`src/rtl/instr_fetch.sv`:
```
// Instruction fetch unit: IDLE -> REQ -> EXEC sequencer that reads one
// instruction word per fetch, latches it into ir and precomputes the branch
// target. Optional fetch-timeout watchdog is enabled by defining
// FETCH_TIMEOUT_EN; without it REQ waits indefinitely and fault is tied to 0.
module instr_fetch #(
    parameter int unsigned TIMEOUT_CYCLES = 15,
    parameter logic [15:0] NOP_WORD       = 16'h0000
) (
    input  logic        clock,
    input  logic        reset,
    input  logic [15:0] pc,
    output logic        imem_req,
    output logic [15:0] imem_addr,
    input  logic        imem_ack,
    input  logic [15:0] imem_rdata,
    output logic [15:0] ir,
    output logic        ir_valid,
    output logic        pc_advance,
    output logic [15:0] branch_offset,
    output logic        fault
);

    localparam int unsigned W     = 16;
    localparam int unsigned OFF_W = 9;

    typedef enum logic [1:0] {
        S_IDLE = 2'd0,
        S_REQ  = 2'd1,
        S_EXEC = 2'd2
    } state_t;

    state_t       state;
    state_t       state_nxt;
    logic         capture_c;
    logic         timeout_c;
    logic [W-1:0] offset_sext_c;

    assign capture_c     = (state == S_REQ) && imem_ack;
    assign offset_sext_c = {{(W-OFF_W){imem_rdata[OFF_W-1]}}, imem_rdata[OFF_W-1:0]};

    // The PC controller holds pc stable between pc_advance strobes, so the
    // address is a straight feed-through of pc.
    assign imem_addr = pc;

`ifdef FETCH_TIMEOUT_EN
    localparam int unsigned CNT_W = 8;

    logic [CNT_W-1:0] tmo_cnt;

    assign timeout_c = (state == S_REQ) && !imem_ack &&
                       (tmo_cnt == CNT_W'(TIMEOUT_CYCLES - 1));

    // Count consecutive unacknowledged REQ cycles; fault is sticky until reset.
    always_ff @(posedge clock) begin
        if (reset) begin
            tmo_cnt <= '0;
            fault   <= 1'b0;
        end else begin
            if ((state == S_REQ) && !imem_ack && !timeout_c) begin
                tmo_cnt <= tmo_cnt + CNT_W'(1);
            end else begin
                tmo_cnt <= '0;
            end
            if (timeout_c) begin
                fault <= 1'b1;
            end
        end
    end
`else
    logic unused_cfg;

    assign unused_cfg = ^{NOP_WORD, 8'(TIMEOUT_CYCLES)};
    assign timeout_c  = 1'b0;
    assign fault      = 1'b0;
`endif

    // State register.
    always_ff @(posedge clock) begin
        if (reset) begin
            state <= S_IDLE;
        end else begin
            state <= state_nxt;
        end
    end

    // Next-state logic.
    always_comb begin
        state_nxt = state;
        case (state)
            S_IDLE:  state_nxt = S_REQ;
            S_REQ:   if (capture_c || timeout_c) state_nxt = S_EXEC;
            S_EXEC:  state_nxt = S_REQ;
            default: state_nxt = S_IDLE;
        endcase
    end

    // Moore outputs decoded from the state register only.
    always_comb begin
        imem_req   = 1'b0;
        ir_valid   = 1'b0;
        pc_advance = 1'b0;
        case (state)
            S_REQ:  imem_req = 1'b1;
            S_EXEC: begin
                ir_valid   = 1'b1;
                pc_advance = 1'b1;
            end
            default: ;
        endcase
    end

    // Instruction and branch-target capture; an ack beats a same-edge timeout.
    always_ff @(posedge clock) begin
        if (reset) begin
            ir            <= '0;
            branch_offset <= '0;
        end else if (capture_c) begin
            ir            <= imem_rdata;
            branch_offset <= pc + W'(1) + offset_sext_c;
        end else if (timeout_c) begin
            ir            <= NOP_WORD;
            branch_offset <= pc + W'(1);
        end
    end

endmodule

```
`config.mk`:
```
export PLATFORM = sky130hd
export DESIGN_NAME = instr_fetch
export DESIGN_NICKNAME = d
export VERILOG_FILES = /design/src/rtl/instr_fetch.sv
export SDC_FILE = /design/constraint.sdc
export NUM_CORES = 1
export LEC_CHECK = 0
export BUFFER_PORTS_ARGS = -buffer_cell sky130_fd_sc_hd__buf_2
export CAP_MARGIN = 20
export CORE_MARGIN = 3
export CORE_UTILIZATION = 36
export CTS_BUF_LIST = sky130_fd_sc_hd__clkbuf_8 sky130_fd_sc_hd__clkbuf_16
export DETAILED_ROUTE_END_ITERATION = 7
export HOLD_SLACK_MARGIN = 0.12
export PLACE_DENSITY = 0.74
export REMOVE_ABC_BUFFERS = 1
export SYNTH_ARGS = -nofsm -noshare
export SYNTH_HDL_FRONTEND = slang
export SYNTH_SLANG_ARGS = --single-unit
export TNS_END_PERCENT = 20
```
`constraint.sdc`:
```
create_clock -name clock -period 3.47 [get_ports clock]
set_input_delay 0.694 -clock clock [delete_from_list [all_inputs] [get_ports clock]]
set_output_delay 0.694 -clock clock [all_outputs]
set_load 0.02 [all_outputs]
```
==> metrics.txt, run 1 <==
status=finished, final reports clean; Reg power frac=0.420; nets@finish=between 300 and 400; Synth async-reset ratio=0; most used cell along the critical path=inv_1; area leader, netlist=dfxtp_1; Reg2Reg Setup Slack=about 1.7 ns; Critical Path Start=imem_rdata[0]; total inserted antenna cells=0; Final Power=1010 uW; critical path arrival=about 2.6 ns; DR WL/cell=~13 um; DRT iter0 DRCs=between 50 and 60; Critical Path RT=around 3.7 ns; final instance count without filler cells=400; Layout area overhead=21.5%; peak supply drop=~0.17 mV; Max Clk Rate=between 0.4 and 0.5 GHz; register area share after synthesis=0.325; distinct cell type count after synthesis=43; FF-to-FF Start=state[0]; Hold WC Path Type=reg2reg; synth cell count leaders=nand2_1, a21oi_1, dfxtp_1, buf_4, ha_1; root buffer cell=clkbuf_8; Area contributors post-synth=dfxtp_1, ha_1, a21oi_1; share of the synthesized area in the top cell type=0.325; Worst path slowest cell=fa_1; fin crit share=0.688; share of layout cells above drive strength 1=0.302; Max Slew Vio Count=0; Initial Utilization=0.375; num rows=27; initial antenna violation count=0; YS warnings=0; critical path peak fanout=3; Remaining DRCs=0; Clock transition at path regs=~0.08 ns; TritonCTS Sinks=34; Core Util, Final=0.456; Mapped Cells=262; gr usage total=0.157; later-pin clock latency in the skew report=0.28 ns; drt pass-1 iters=4; Syn Area/Cell=approximately 8.0 um^2; P_sw=336 uW; number of setup violations in the final report=0; first-pass GRT wire length=approximately 8300 um; post-CTS setup buffer count=0; Detail Placement HPWL=3960 um; placed insts=392; GP Congestion=about 0.76; Final ANT Viol Nets=0; FF-to-FF End=branch_offset[14]; Die ar.=6760 um^2; FF+latch count, synth=34; ys flop type=dfxtp_1; RSZ-0062 raised after global routing=false; CP Launch Type=input pin; crit path capture type=flop; Fin. Hold Viols=0; setup TNS=0 ns; Slew HR=0.429; PostCTS Resize Cnt=0; vias in the first global route=1844; power per cell area=398 nW/um^2; Critical Path End=branch_offset[12]; H-tree lvl count=2; GRT Residual Overflow=0; fillers=slightly above 600; Leakage Power=roughly 0.0012 uW; Reg2Reg Depth=5; drt total wl=5210 um; max-cap violation count=0; Core ar.=between 5000 and 6000 um^2; top-count cell post-synth=nand2_1; switch share=0.332; Tmin final=about 2.4 ns; Die H=a little over 80 um; Cell Int Power=approximately 680 uW; Post-Syn Area=roughly 2100 um^2; largest net degree at the start of global routing=43; vias per cell=~5.1; Setup Skew=~0.0064 ns; crit path kind=in2reg; Inserted Clock Buffers=5; clock power share=0.310; CTS tree=built; worst slew pin tran=0.857 ns; number of synthesized flops with an enable pin=0; I/O Pins=87; Cell Chain, Critical Path=buf_2 -> inv_1 -> ha_1 -> inv_1 -> fa_1 -> a21oi_1 -> o211ai_1 -> a211oi_1 -> o21ai_0 -> a311oi_1; PortBufs=85; Post-CTS Hold Fix Bufs=0; Via Count=2023; Die Width=slightly above 80 um; CP max stage delay=between 0.3 and 0.4 ns; Comb power frac=0.271; CTS Buffer Depth=2
-- registers in the layout (all words and copies together) (netlist names) --
name,flops
ir,16
branch_offset,16
state,2
-- worst min path at each step --
stage                     depth (start not counted)          endpoint        startpoint  slack [ns]
after global placement                            2  branch_offset[5]  branch_offset[5]        0.44
after CTS                                         2             ir[2]             ir[2]        0.46
final                                             2            ir[11]            ir[11]        0.45
after global routing                              2            ir[13]            ir[13]        0.47
after floorplan                                   2          state[0]          state[0]        0.49
after detailed placement                          2  branch_offset[5]  branch_offset[5]        0.45
-- critical path, delay by kind of cell --
family                     cells  cell delay (ns)
buffers and inverters          3             0.21
AOI/OAI and AO/OA              5             1.10
adders and majority gates      2             0.57
-- logic make-up (layout without fill, tap and decap cells) --
| logic type | after synthesis | in the layout | share of synthesized area |
|---|---|---|---|
| compound gates | 81 | 81 | 0.250 |
| xor+xnor | 6 | 6 | 0.0251 |
| fa+ha+maj | 16 | 16 | 0.0993 |
| buf+inv | 38 | 104 | 0.100 |
| flops | 34 | 34 | 0.325 |
| other cells | 1 | 1 | 0.00179 |
| simple gates | 86 | 86 | 0.198 |
-- layer usage --
layer,track usage,up-vias,share of wire
met5,0,-,0
met4,0.0349,0,0.0084
met3,0.0434,6,0.062
met2,0.282,51,0.48
met1,0.183,918,0.44
li1,-,1048,-
-- power groups by stage --
stage,combinational (uW),clock [uW],sequential [uW]
floorplan,137,0,460
global placement,270,0,432
detailed placement,274,0,434
CTS,276,321,425
global route,307,340,428
finish,274,313,425
-- layout make-up --
class	count	area, um^2	share of cell area
clock buffer	6	82.6	0.0325
inverter	9	33.8	0.0133
multi-input combinational	190	1200	0.473
tap	72	90.1	0.0355
timing repair buffer	87	440	0.173
sequential	34	681	0.268
clock inverter	2	12.5	0.00492
-- cell usage in the layout (no fill, tap or decap), types with 4 or more instances in the layout --
cell	n
xor2_1	5
nand4_1	5
ha_1	15
a211oi_1	4
o211ai_1	4
nand3b_1	8
nor2_1	9
dfxtp_1	34
o21a_1	4
or3_1	4
nand2_1	45
a21oi_1	36
inv_1	9
buf_2	85
o21ai_0	11
clkbuf_8	6
o21bai_1	4
-- stage by stage --
step | worst slack (ns) | instance area [um^2] | hold WS, ns
finish | 1.08 | 2540 | 0.453
global route | 0.984 | 2540 | 0.469
CTS | 1.07 | 2540 | 0.457
detailed placement | 0.799 | 2450 | 0.446
global placement | 0.891 | 2450 | 0.437
floorplan | 1.14 | 1920 | 0.491
No activity file was read; power rests on OpenSTA's default activity.
==> run 2, diff against run 1 <==
==> constraint.sdc (replaced) <==
create_clock -name clock -period 2.4 [get_ports clock]
set_input_delay 0.48 -clock clock [delete_from_list [all_inputs] [get_ports clock]]
set_output_delay 0.48 -clock clock [all_outputs]
set_load 0.02 [all_outputs]
==> metrics.txt, run 2 (same netlist as run 1, synthesis figures left out) <==
status=finished, final reports clean; gr usage total=0.161 (+0.00393); Max Slew Vio Count=0 (unchanged); max-cap violation count=0 (unchanged); total inserted antenna cells=0 (unchanged); drt pass-1 iters=4 (unchanged); Detail Placement HPWL=4130 um (+4.3%); Final Power=1460 uW (+44%); Tmin final=just over 2 ns; DRT iter0 DRCs=75 (+32%); TritonCTS Sinks=34 (unchanged); FF-to-FF Start=state[0]; critical path peak fanout=3 (unchanged); num rows=27 (unchanged); number of setup violations in the final report=0 (unchanged); PortBufs=85 (unchanged); Inserted Clock Buffers=5 (unchanged); CP max stage delay=0.40 ns (about the same); PostCTS Resize Cnt=0 (unchanged); CTS Buffer Depth=2 (unchanged); CP Launch Type=input pin; leading cell type in the layout, fill and taps excluded=buf_2; Comb power frac=0.282 (+0.011); GP Congestion=0.808 (+6.0%); fin crit share=0.860; fin area=2600 um^2 (+2.2%); Max Clk Rate=0.485 GHz; switch share=0.325 (-0.00694); Die H=82.2 um (unchanged); most frequent cells in the layout=buf_2, nand2_1, a21oi_1, dfxtp_1, ha_1; final instance count without filler cells=408 (+2.0%); post-CTS setup buffer count=0 (unchanged); Via Count=2066 (+2.1%); Initial Utilization=0.375 (unchanged); largest net degree at the start of global routing=30 (-30%); CTS tree=built; share of layout cells above drive strength 1=0.315 (+0.0136); Worst path slowest cell=fa_1; FF-to-FF End=branch_offset[14]; GRT Residual Overflow=0 (unchanged); RSZ-0062 raised after global routing=false; Clock transition at path regs=0.07 ns (about the same); Fin. Hold Viols=0 (unchanged); Reg power frac=0.421 (about the same); Die ar.=6760 um^2 (unchanged); Core ar.=5570 um^2 (unchanged); Leakage Power=0.00121 uW (+3.7%); I/O Pins=87 (unchanged); setup TNS=0 ns (unchanged); power per cell area=562 nW/um^2 (+41%); Remaining DRCs=0 (unchanged); placed insts=400 (+2.0%); Die Width=82.2 um (unchanged); later-pin clock latency in the skew report=0.29 ns (about the same); Reg2Reg Setup Slack=0.77 ns (-0.93 ns); Reg2Reg Depth=6 (+1); Critical Path Start=pc[0]; vias per cell=5.06 (+0.12%); root buffer cell=clkbuf_8; clock power share=0.297 (-0.013); nets@finish=386 (+2.1%); Top Registers=branch_offset (16), ir (16), state (2); Layout area overhead=24.2%; Cell Int Power=985 uW (+46%); Post-CTS Hold Fix Bufs=0 (unchanged); crit path capture type=flop; Critical Path End=branch_offset[12]; drt total wl=5330 um (+2.2%); fillers=573 (-5.8%); Post-Place Cell Area=2510 um^2 (+2.5%); Cell Chain, Critical Path=buf_2 -> inv_1 -> ha_1 -> inv_1 -> fa_1 -> a21oi_1 -> o211ai_1 -> a211oi_1 -> o21ai_0 -> a311oi_1; critical path arrival=2.26 ns (-0.33 ns); DR WL/cell=13.1 um (+0.22%); first-pass GRT wire length=8480 um (+1.8%); peak supply drop=0.194 mV (+16%); Hold WC Path Type=in2reg; vias in the first global route=1875 (+1.7%); Final ANT Viol Nets=0 (unchanged); P_sw=475 uW (+41%); H-tree lvl count=2 (unchanged); crit path kind=in2reg; initial antenna violation count=0 (unchanged); most used cell along the critical path=inv_1; Setup Skew=0.00386 ns (-0.00254 ns); Critical Path RT=2.60 ns (-1.07 ns)
run 2: per-layer routing:
metal	up-vias	GRT usage	wire (um)	part of all wire
met1	943	0.202	2350	0.44
li1	1065	-	-	-
met4	0	0.0548	63	0.012
met2	50	0.270	2590	0.49
met3	8	0.0347	326	0.061
met5	-	0	0	0
run 2: worst max-delay path: cells and delay by family:
kind            cells  cell delay, ns
compound gates      5            0.97
fa+ha+maj           2            0.58
buf+inv             3            0.22
run 2: worst min path at each step:
stage / from / cells past startpoint / slack (ns) / to
floorplan: state[0] / 2 / 0.49 / state[0]
global placement: ir[0] / 2 / 0.44 / ir[0]
detailed placement: ir[13] / 2 / 0.44 / ir[13]
CTS: imem_rdata[15] / 3 / 0.42 / ir[15]
global route: imem_rdata[14] / 3 / 0.42 / ir[14]
finish: imem_rdata[15] / 3 / 0.43 / ir[15]
run 2: power by group through the flow:
| stage | Clock, uW | Sequential, uW | Combinational (uW) |
|---|---|---|---|
| 2_1_floorplan | 0 | 665 | 198 |
| 3_3_place_gp | 0 | 625 | 406 |
| 3_5_place_dp | 0 | 627 | 411 |
| 4_1_cts | 456 | 614 | 414 |
| 5_1_grt | 473 | 618 | 459 |
| 6_report | 434 | 614 | 412 |
run 2: through the flow:
step	hold slack, ns	utilization	setup slack, ns
global placement	0.438	0.450	0.0948
global route	0.424	0.466	0.129
detailed placement	0.444	0.450	0.0298
CTS	0.419	0.466	0.317
finish	0.429	0.466	0.336
floorplan	0.491	-	0.171
run 2: final cells by class:
class                   count  area, um^2  area share
multi-input cells         190        1200       0.462
flip-flops and latches     34         681       0.262
repair buffers             95         500       0.193
well taps                  72        90.1      0.0347
clock buffers               6        82.6      0.0318
inverters                   9        33.8      0.0130
clock inverters             2        8.76     0.00337
==> run 3, diff against run 2 <==
--- a/config.mk
+++ b/config.mk
@@ -8,11 +8,11 @@
 export BUFFER_PORTS_ARGS = -buffer_cell sky130_fd_sc_hd__buf_2
 export CAP_MARGIN = 20
 export CORE_MARGIN = 3
-export CORE_UTILIZATION = 36
+export CORE_UTILIZATION = 48
 export CTS_BUF_LIST = sky130_fd_sc_hd__clkbuf_8 sky130_fd_sc_hd__clkbuf_16
 export DETAILED_ROUTE_END_ITERATION = 7
 export HOLD_SLACK_MARGIN = 0.12
-export PLACE_DENSITY = 0.74
+export PLACE_DENSITY = 0.91
 export REMOVE_ABC_BUFFERS = 1
 export SYNTH_ARGS = -nofsm -noshare
 export SYNTH_HDL_FRONTEND = slang
==> metrics.txt, run 3 (same netlist as run 1, synthesis figures left out) <==
Tmin final=2.11 ns (+0.0474 ns); Fin. Hold Viols=0 (unchanged); Worst path slowest cell=fa_1; num rows=23 (-15%); CP Launch Type=input pin; Cell Chain, Critical Path=buf_2 -> inv_1 -> ha_1 -> inv_1 -> fa_1 -> a21oi_1 -> o211ai_1 -> a211oi_1 -> o21ai_0 -> a311oi_1; RSZ-0062 raised after global routing=false; crit path kind=in2reg; crit path capture type=flop; drt total wl=5210 um (-2.2%); peak supply drop=0.260 mV (+34%); Core ar.=4120 um^2 (-26%); Remaining DRCs=0 (unchanged); fin area=2580 um^2 (-0.77%); Post-Place Cell Area=2490 um^2 (-0.80%); H-tree lvl count=2 (unchanged); critical path's top delay family=compound AO/OA/AOI/OAI gates; PortBufs=85 (unchanged); later-pin clock latency in the skew report=0.29 ns (about the same); vias per cell=5.43 (+7.3%); most used cell along the critical path=inv_1; Max Clk Rate=0.474 GHz (-2.2%); number of setup violations in the final report=0 (unchanged); Inserted Clock Buffers=5 (unchanged); Post-CTS Hold Fix Bufs=0 (unchanged); PostCTS Resize Cnt=0 (unchanged); register area=681 um^2 (unchanged); Detail Placement HPWL=4020 um (-2.7%); Crit path buffers/inverters=3 (unchanged); Setup WS post-layout=0.289 ns (-0.0474 ns); Clock transition at path regs=0.07 ns (about the same); Slew HR=0.661; GRT Residual Overflow=0 (unchanged); CTS tree=built; Final Power=1470 uW (+0.36%); critical path arrival=2.32 ns (+0.06 ns); drt pass-1 iters=4 (unchanged); DRT iter0 DRCs=122 (+63%); TritonCTS Sinks=34 (unchanged); Hold WC Path Type=in2reg; CTS Buffer Depth=2 (unchanged); I/O Pins=87 (unchanged); root buffer cell=clkbuf_8; first-pass GRT wire length=8420 um (-0.66%); max-cap violation count=0 (unchanged); CP max stage delay=0.41 ns (about the same); area of the multi-input gates=1200 um^2 (unchanged); power per cell area=568 nW/um^2 (+1.1%); Top Registers=branch_offset (16), ir (16), state (2); Die H=72.0 um (-12%); gr usage total=0.205 (+0.0439); placed insts=379 (-5.3%); fin crit share=0.880 (+0.0198); status=finished, final reports clean; nets@finish=387 (+0.26%); Die ar.=5190 um^2 (-23%); GP Congestion=0.886 (+9.7%); Initial Utilization=0.508 (+0.133); post-CTS setup buffer count=0 (unchanged); worst slew pin tran=approximately 0.51 ns; most frequent cells in the layout=buf_2, nand2_1, a21oi_1, dfxtp_1, ha_1; final instance count without filler cells=387 (-5.1%); share of layout cells above drive strength 1=0.318 (+0.00203); Via Count=2102 (+1.7%); Layout area overhead=23.2%; initial antenna violation count=0 (unchanged); vias in the first global route=1875 (unchanged); total inserted antenna cells=0 (unchanged); DR WL/cell=13.5 um (+3.1%); critical path peak fanout=3 (unchanged); Die Width=72.0 um (-12%); leading cell type in the layout, fill and taps excluded=buf_2; Critical Path RT=2.61 ns (about the same); fillers=361 (-37%); Max Slew Vio Count=0 (unchanged); largest net degree at the start of global routing=30 (unchanged); Leakage Power=0.00122 uW (+0.35%); Setup Skew=0.00908 ns (+0.00522 ns); worst slack, placed=-0.0101 ns (-0.0399 ns); Final ANT Viol Nets=0 (unchanged)
run 3: cell count changes in the layout (fill, tap and decap cells not counted), sizes merged:
cell	before	now
buf	95	96
run 3: area by class of cell:
cell class / instances / area share
multi-input cells: 190 / 0.466
clock inverters: 2 / 0.00340
clock buffers: 6 / 0.0320
repair buffers: 96 / 0.197
well taps: 50 / 0.0243
flip-flops and latches: 34 / 0.264
inverters: 9 / 0.0131
run 3: path summary, 6_finish.rpt:
| path | startpoint | depth (start not counted) | slack [ns] | endpoint |
|---|---|---|---|---|
| hold reg to reg | branch_offset[3] | 2 | 0.45 | branch_offset[3] |
| setup reg to reg | state[0] | 5 | 0.66 | branch_offset[14] |
| setup / recovery | imem_rdata[0] | 10 | 0.29 | branch_offset[12] |
| hold / removal | imem_rdata[14] | 3 | 0.42 | ir[14] |
run 3: through the flow:
stage	utilization	TNS (ns)	hold slack, ns
after floorplan	-	0	0.491
after global placement	0.604	0	0.438
after detailed placement	0.604	-0.0101	0.444
after CTS	0.626	0	0.416
after global routing	0.626	0	0.426
final	0.626	0	0.424
run 3: tightest hold or removal path, cell delays in order:
cell and delay [ns]:
buf_2 0.09, nand2_1 0.04, a21oi_1 0.05
run 3: per-layer routing:
layer	GRT usage	up-vias	share of wire
li1	-	1068	-
met1	0.252	957	0.44
met2	0.345	66	0.47
met3	0.0526	11	0.066
met4	0.0731	0	0.018
met5	0	-	0
run 3: report_power, final:
part / switching [uW] / internal, uW / leakage (uW) / total [uW]
sequential: 16.7 / 598 / 0.000278 / 615
clock: 209 / 227 / 0.0000524 / 436
combinational: 252 / 162 / 0.000888 / 415
